`config.mk`:
```
export PLATFORM = sky130hd
export DESIGN_NAME = muldiv_unit
export DESIGN_NICKNAME = d
export VERILOG_FILES = /design/src/rtl/rv64im_pkg.sv /design/src/rtl/muldiv_sign_fix.sv /design/src/rtl/muldiv_unit.sv
export SDC_FILE = /design/constraint.sdc
export NUM_CORES = 2
export LEC_CHECK = 0
export ABC_AREA = 1
export BUFFER_PORTS_ARGS = -buffer_cell sky130_fd_sc_hd__buf_2
export CORE_AREA = 5 5 204 354
export DETAILED_ROUTE_END_ITERATION = 10
export DIE_AREA = 0 0 209 359
export PLACE_DENSITY = 0.74
export SYNTH_ARGS = -nofsm -noshare
export SYNTH_HDL_FRONTEND = slang
export SYNTH_SLANG_ARGS = --single-unit
```
`constraint.sdc`:
```
create_clock -name clk -period 3.91 [get_ports clk]
set_input_delay 0.5865 -clock clk [delete_from_list [all_inputs] [get_ports clk]]
set_output_delay 0.5865 -clock clk [all_outputs]
set_load 0.03 [all_outputs]
```
`src/rtl/rv64im_pkg.sv`:
```
// rtl/rv64im_pkg.sv - shared ALU control codes, muldiv state encoding and XLEN
package rv64im_pkg;

    localparam int XLEN = 64;

    // Codes 0..11 belong to the single-cycle ALU, 12..19 to the muldiv unit.
    localparam logic [4:0] ALU_AND    = 5'd0;
    localparam logic [4:0] ALU_ADD    = 5'd1;
    localparam logic [4:0] ALU_OR     = 5'd2;
    localparam logic [4:0] ALU_XOR    = 5'd3;
    localparam logic [4:0] ALU_SUB    = 5'd4;
    localparam logic [4:0] ALU_SLL    = 5'd5;
    localparam logic [4:0] ALU_SRL    = 5'd6;
    localparam logic [4:0] ALU_SRA    = 5'd7;
    localparam logic [4:0] ALU_SLT    = 5'd8;
    localparam logic [4:0] ALU_SLTU   = 5'd9;
    localparam logic [4:0] ALU_LUI    = 5'd10;
    localparam logic [4:0] ALU_AUIPC  = 5'd11;
    localparam logic [4:0] ALU_MUL    = 5'd12;
    localparam logic [4:0] ALU_MULH   = 5'd13;
    localparam logic [4:0] ALU_MULHSU = 5'd14;
    localparam logic [4:0] ALU_MULHU  = 5'd15;
    localparam logic [4:0] ALU_DIV    = 5'd16;
    localparam logic [4:0] ALU_DIVU   = 5'd17;
    localparam logic [4:0] ALU_REM    = 5'd18;
    localparam logic [4:0] ALU_REMU   = 5'd19;

    typedef enum logic [1:0] {
        MD_IDLE = 2'd0,
        MD_CALC = 2'd1,
        MD_DONE = 2'd2
    } md_state_e;

    function automatic logic is_muldiv(input logic [4:0] code);
        return (code >= ALU_MUL) && (code <= ALU_REMU);
    endfunction

    function automatic logic op_is_div(input logic [4:0] code);
        return (code >= ALU_DIV) && (code <= ALU_REMU);
    endfunction

    function automatic logic op_a_signed(input logic [4:0] code);
        return code inside {ALU_MUL, ALU_MULH, ALU_MULHSU, ALU_DIV, ALU_REM};
    endfunction

    function automatic logic op_b_signed(input logic [4:0] code);
        return code inside {ALU_MUL, ALU_MULH, ALU_DIV, ALU_REM};
    endfunction

endpackage

```
`src/rtl/muldiv_sign_fix.sv`:
```
// rtl/muldiv_sign_fix.sv - conditional two's-complement negate (abs value / sign restore)
module muldiv_sign_fix #(
    parameter int W = 64
) (
    input  logic [W-1:0] value,
    input  logic         negate,
    output logic [W-1:0] fixed_value
);

    assign fixed_value = negate ? -value : value;

endmodule

```
`src/rtl/muldiv_unit.sv`:
```
// rtl/muldiv_unit.sv - iterative RV64M multiply/divide unit, one result bit per cycle
module muldiv_unit #(
    parameter int XLEN  = 64,
    parameter int TAG_W = 5
) (
    input  logic             clk,
    input  logic             rst_n,
    input  logic             valid,
    input  logic [4:0]       alu_control,
    input  logic [XLEN-1:0]  operand_a,
    input  logic [XLEN-1:0]  operand_b,
    input  logic [TAG_W-1:0] in_rd,
    input  logic             flush,
    output logic             in_ready,
    output logic [XLEN-1:0]  result,
    output logic [TAG_W-1:0] out_rd,
    output logic             out_valid
);
    import rv64im_pkg::*;

    localparam int CNT_W = $clog2(XLEN);
    localparam logic [XLEN-1:0] MIN_NEG = {1'b1, {(XLEN-1){1'b0}}};

    md_state_e state, state_next;

    logic [4:0]        op;
    logic [TAG_W-1:0]  rd_q;
    logic              sa, sb;
    logic [XLEN-1:0]   opb_mag;
    logic [2*XLEN-1:0] acc;
    logic [CNT_W-1:0]  count;

    logic              a_sgn, b_sgn, neg_a, neg_b;
    logic              div_zero, div_ovf, fast, accept;
    logic [XLEN-1:0]   abs_a, abs_b, quot_fix, rem_fix, res_sel, rem_next;
    logic [2*XLEN-1:0] prod_fix, mul_next, div_next;
    logic [XLEN:0]     mul_sum, div_shift;
    logic              div_ge;

    assign in_ready = rst_n && (state == MD_IDLE);
    assign a_sgn    = op_a_signed(alu_control);
    assign b_sgn    = op_b_signed(alu_control);
    assign neg_a    = a_sgn && operand_a[XLEN-1];
    assign neg_b    = b_sgn && operand_b[XLEN-1];
    assign div_zero = op_is_div(alu_control) && (operand_b == '0);
    assign div_ovf  = op_is_div(alu_control) && a_sgn && (operand_a == MIN_NEG) && (operand_b == '1);
    assign fast     = div_zero || div_ovf;
    assign accept   = valid && in_ready && is_muldiv(alu_control) && !flush;

    muldiv_sign_fix #(.W(XLEN)) u_abs_a (.value(operand_a), .negate(neg_a), .fixed_value(abs_a));
    muldiv_sign_fix #(.W(XLEN)) u_abs_b (.value(operand_b), .negate(neg_b), .fixed_value(abs_b));
    muldiv_sign_fix #(.W(2*XLEN)) u_fix_prod (.value(acc), .negate(sa ^ sb), .fixed_value(prod_fix));
    muldiv_sign_fix #(.W(XLEN)) u_fix_quot (.value(acc[XLEN-1:0]), .negate(sa ^ sb), .fixed_value(quot_fix));
    muldiv_sign_fix #(.W(XLEN)) u_fix_rem (.value(acc[2*XLEN-1:XLEN]), .negate(sa), .fixed_value(rem_fix));

    // acc holds {high, low}: product/multiplier for multiply, remainder/quotient for divide.
    always_comb begin
        mul_sum   = {1'b0, acc[2*XLEN-1:XLEN]} + (acc[0] ? {1'b0, opb_mag} : '0);
        mul_next  = {mul_sum, acc[XLEN-1:1]};
        div_shift = {acc[2*XLEN-1:XLEN], acc[XLEN-1]};
        div_ge    = div_shift >= {1'b0, opb_mag};
        rem_next  = div_ge ? XLEN'(div_shift - {1'b0, opb_mag}) : div_shift[XLEN-1:0];
        div_next  = {rem_next, acc[XLEN-2:0], div_ge};
    end

    always_comb begin
        res_sel = rem_fix;
        case (op)
            ALU_MUL:                         res_sel = prod_fix[XLEN-1:0];
            ALU_MULH, ALU_MULHSU, ALU_MULHU: res_sel = prod_fix[2*XLEN-1:XLEN];
            ALU_DIV, ALU_DIVU:               res_sel = quot_fix;
            default:                         res_sel = rem_fix;
        endcase
    end

    always_ff @(posedge clk) begin
        if (!rst_n) state <= MD_IDLE;
        else        state <= state_next;
    end

    always_comb begin
        state_next = state;
        case (state)
            MD_IDLE: if (accept) state_next = fast ? MD_DONE : MD_CALC;
            MD_CALC: begin
                if (flush)                              state_next = MD_IDLE;
                else if (count == CNT_W'(XLEN - 1))     state_next = MD_DONE;
            end
            MD_DONE: state_next = MD_IDLE;
            default: state_next = MD_IDLE;
        endcase
    end

    always_ff @(posedge clk) begin
        if (!rst_n) begin
            result    <= '0;
            out_rd    <= '0;
            out_valid <= 1'b0;
            count     <= '0;
            op        <= '0;
            rd_q      <= '0;
            sa        <= 1'b0;
            sb        <= 1'b0;
            opb_mag   <= '0;
            acc       <= '0;
        end else begin
            out_valid <= 1'b0;
            case (state)
                MD_IDLE: begin
                    if (accept) begin
                        op    <= alu_control;
                        rd_q  <= in_rd;
                        count <= '0;
                        if (fast) begin
                            // Final quotient/remainder loaded as-is; no sign correction applies.
                            sa  <= 1'b0;
                            sb  <= 1'b0;
                            acc <= div_zero ? {operand_a, {XLEN{1'b1}}} : {{XLEN{1'b0}}, operand_a};
                        end else begin
                            sa      <= neg_a;
                            sb      <= neg_b;
                            acc     <= {{XLEN{1'b0}}, abs_a};
                            opb_mag <= abs_b;
                        end
                    end
                end
                MD_CALC: begin
                    if (!flush) begin
                        acc   <= op_is_div(op) ? div_next : mul_next;
                        count <= count + CNT_W'(1);
                    end
                end
                MD_DONE: begin
                    if (!flush) begin
                        result    <= res_sel;
                        out_rd    <= rd_q;
                        out_valid <= 1'b1;
                    end
                end
                default: ;
            endcase
        end
    end

endmodule

```
==> out/qor.yml, run 1 <==
synth:
  ys_ff_latch: 282
  synth_cells: 7162
  synth.net_count: 7440
  syn_area_per_cell_um2: 5.23
  synth.area.top_cells: "nand2_1 21%, dfxtp_1 15%, inv_1 11%"
  synth_cell_types: 56
  synth-async-reset-ratio_pct: 0
  yosysMostFrequentCell: "nand2_1"
  ys_seq_area_share_pct: 15.1
  synth_area_um2: 37500
  synth-edff-count: 0
  synthTopCellsByCount: "2118 x nand2_1, 1076 x inv_1, 797 x nor2_1"
  synth_top_area_cell: "nand2_1"
  synth_top_flop_cell: "dfxtp_1"
  yosysWarnings: 0
  synth_top_area_share_pct: 21.2
floorplan:
  initial_core_util_pct: 54.1
  die_x_um: 209
  io_pins: 213
  fp.dieH_um: 359
  rows: 128
clock_network:
  cts_hold_buf: 0
  cts.sinks: 282
  cts_setup_buffers: 0
  cts_made_buffers: 34
  htree_num_levels: 2
  cts_resized: 0
  root_buffer: "clkbuf_16"
  cts_buffer_depth: 3
global_route:
  grt_use_total_pct: 71.4
  grt_pass1_vias: 55647
  grt_start_max_net_pins: 209
  overflow: 697
  grt_first_pass_wirelength_mm: 417
run_status:
  stop_stage: "5_1_grt"
  firstError: "[ERROR GRT-0116] Global routing finished with congestion. Check the congestion regions in the DRC Viewer."
  outcome: "did not finish"
placed_design:
  pre_cts_ws_ps: -23.2
  numPortBuffers: 212
  gp_congestion: 1.38
  hpwl_mm: 191
  placedCellCount: 8260
-- routing by layer --
metal / track usage [%] / overflow
met1: 70.9 / 2
met2: 92.8 / 444
met3: 48.2 / 6
met4: 75.6 / 245
met5: 11.0 / 0
-- cells by family after synthesis --
kind of cell | Yosys count | share of synthesized area [%]
buf+inv | 1344 | 14.1
xor+xnor | 149 | 3.48
simple gates | 3980 | 45.0
fa+ha+maj | 136 | 4.58
flops | 282 | 15.1
compound gates | 1271 | 17.8
-- metrics by stage --
stage / cell area (um^2) / setup TNS [ps]
floorplan: 37500 / 0
global placement: 40300 / -28.6
detailed placement: 40300 / -23.2
CTS: 41500 / 0
==> run 2, diff against run 1 <==
Settings changed: CORE_AREA 5 5 204 354 to 5 5 312 314, DIE_AREA 0 0 209 359 to 0 0 317 319, PLACE_DENSITY 0.74 to default, PLACE_DENSITY_LB_ADDON from default to 0.15.
==> run 2 against run 1 <==
The run now ends clean. Synthesized area unchanged. Synthesized cell count unchanged.
==> out/qor.yml, run 2 <==
run_status:
  outcome: "finished, final reports clean"
power_and_ir_drop:
  p_leak_nw: 22.2
  p_total_mw: 13.2
  cellPowerDensity_nw_per_um2: 313
  peakVddDrop_v: 0.000242
sta:
  worst_slew_pin_slew_ps: 1480
  slew_headroom_pct: 1.10
  fin_ws_ps: 322
  rsz0062_at_grt: "no"
  worst_hold_slack_ps: 258
  drv_slew: 0
  period_share_pct: 91.8
  fin_skew_ps: 17.0
  fin_tns_setup_ps: 0
  final-hold-violation-count: 0
  setup_viol: 0
  fin_crit_ps: 3590
  max_freq_mhz: 279
cells_and_area:
  largest_reg_flops: 128
  reg_top3: "acc: 128 flops, opb_mag: 64 flops, result: 64 flops"
  nNetsFinal: 7664
  largest-register: "acc"
  drive_above_1_share_pct: 8.47
  syn2layout_area_growth_pct: 12.7
  final_cell_mix: "2116 x nand2_1, 1075 x inv_1, 795 x nor2_1, 655 x nand3_1, 569 x a21oi_1"
  final_common_cell: "nand2_1"
  final_area_um2: 42200
  n_fill_cell: 10892
synth:
  syn_area_per_cell_um2: 5.23
  synth_top_flop_cell: "dfxtp_1"
  synth-async-reset-ratio_pct: 0
  yosysMostFrequentCell: "nand2_1"
  ys_ff_latch: 282
  ys_seq_area_share_pct: 15.1
  synth_area_um2: 37500
  synthTopCellsByCount: "2118 x nand2_1, 1076 x inv_1, 797 x nor2_1"
  synth_top_area_share_pct: 21.2
  synth_cell_types: 56
  synth.area.top_cells: "nand2_1 21%, dfxtp_1 15%, inv_1 11%"
  synth-edff-count: 0
  yosysWarnings: 0
  synth.net_count: 7440
  synth_cells: 7162
  synth_top_area_cell: "nand2_1"
global_route:
  busiest_layer: "met2"
  use_met2_pct: 61.1
  grt_use_met3_pct: 15.1
  grt_first_pass_wirelength_mm: 328
  grt_antenna_before_repair: 13
  grt_use_total_pct: 44.5
  grt_use_met1_pct: 60.6
  overflow: 0
  grt_start_max_net_pins: 209
  grt_pass1_vias: 45641
clock_network:
  root_buffer: "clkbuf_16"
  cts_buffer_depth: 3
  htree_num_levels: 2
  insertion_delay_ps: 590
  cts_setup_buffers: 0
  cts_hold_buf: 0
  cts_tree: "yes"
  cts_made_buffers: 40
  cts_resized: 0
  cts.sinks: 282
  clkTransAtPathRegs_ps: 60
route:
  drt_iter0_drc: 7363
  drt_wl_total_mm: 236
  via_count: 50994
  drtPass1Iterations: 7
  drc_errors: 0
  ant_nets: 0
  wl_per_cell_um: 27.1
  vias_per_cell: 5.87
floorplan:
  initial_core_util_pct: 39.7
  dieArea_um2: 101000
  die_x_um: 317
  rows: 113
  io_pins: 213
  core_area_um2: 94300
  fp.dieH_um: 319
worst_setup_path:
  cp_max_fo: 5
  worst_setup_path_end_kind: "flop"
  path_class: "flop to flop"
  critPathArrivalTime_ps: 4030
  worstPathRequired_ps: 4350
  start_kind: "flop"
  ff2ff_path_depth: 19
placed_design:
  dpl_cell_area_um2: 40800
  gp_congestion: 1.12
  pre_cts_ws_ps: 95.7
  numPortBuffers: 212
  hpwl_mm: 195
job:
  maxCapViolations: 0
min_path:
  hold_class: "input port to flop"
  whs_path_depth: 3
==> run 2: path summary, 6_finish.rpt <==
check               end  slack, ps        from
max            acc[126]        320     acc[63]
min             rd_q[3]        260    in_rd[3]
max reg2reg    acc[126]        320     acc[63]
min reg2reg  result[10]        460  result[10]
==> run 2: worst max-delay path, cell delays in order, from the launching register on <==
cell     delay [ps]
dfxtp_1         490
inv_1           170
ha_1            210
inv_1           180
fa_1            330
nand3_1         100
nand3_1         210
nand2_1          80
nand2_1         150
nand2_1          70
nand2_1         210
nand2_1          80
nand2_1         250
nand2_1         110
nand3_1         110
nand3_1         320
nand2_1         170
nand2_1          60
nand2_1          50
a21oi_1          60
==> run 2: layout make-up <==
type                            count  area, um^2  share of cell area [%]
Sequential cell                   282        5650                    13.4
Tap cell                         1265        1580                    3.75
Clock inverter                     22         343                   0.812
Multi-Input combinational cell   5536       26600                    63.0
Timing Repair Buffer              421        2800                    6.63
Clock buffer                       49        1080                    2.57
Inverter                         1105        4150                    9.84
Antenna cell                        4        10.0                  0.0237
==> run 2: report_power, final <==
part | switching, mW | leakage (nW) | internal, mW | total, mW
registers | 0.0987 | 2.28 | 2.94 | 3.04
clock network | 1.63 | 0.702 | 2.51 | 4.14
logic | 4.55 | 19.2 | 1.48 | 6.03
total | 6.28 | 22.2 | 6.93 | 13.2
==> run 2: layer usage <==
layer,wire length (um),part of all wire (%)
met1,95500,41
met2,89900,38
met3,33100,14
met4,17100,7.3
met5,47,0.020
==> run 2: logic make-up after synthesis <==
group,synth area share [%]
AOI/OAI and AO/OA,17.8
adders and majority gates,4.58
xor gates and xnor gates,3.48
and+or+nand+nor,45.0
DFF,15.1
buffers and inverters,14.1
==> run 2: stage by stage <==
stage / instances / util (%)
finish: 8684 / 44.8
detailed placement: 8609 / 43.2
global placement: 8609 / 43.2
global route: 8680 / 44.7
CTS: 8680 / 44.7
floorplan: 7162 / -
(Power assumes the default switching activity.)
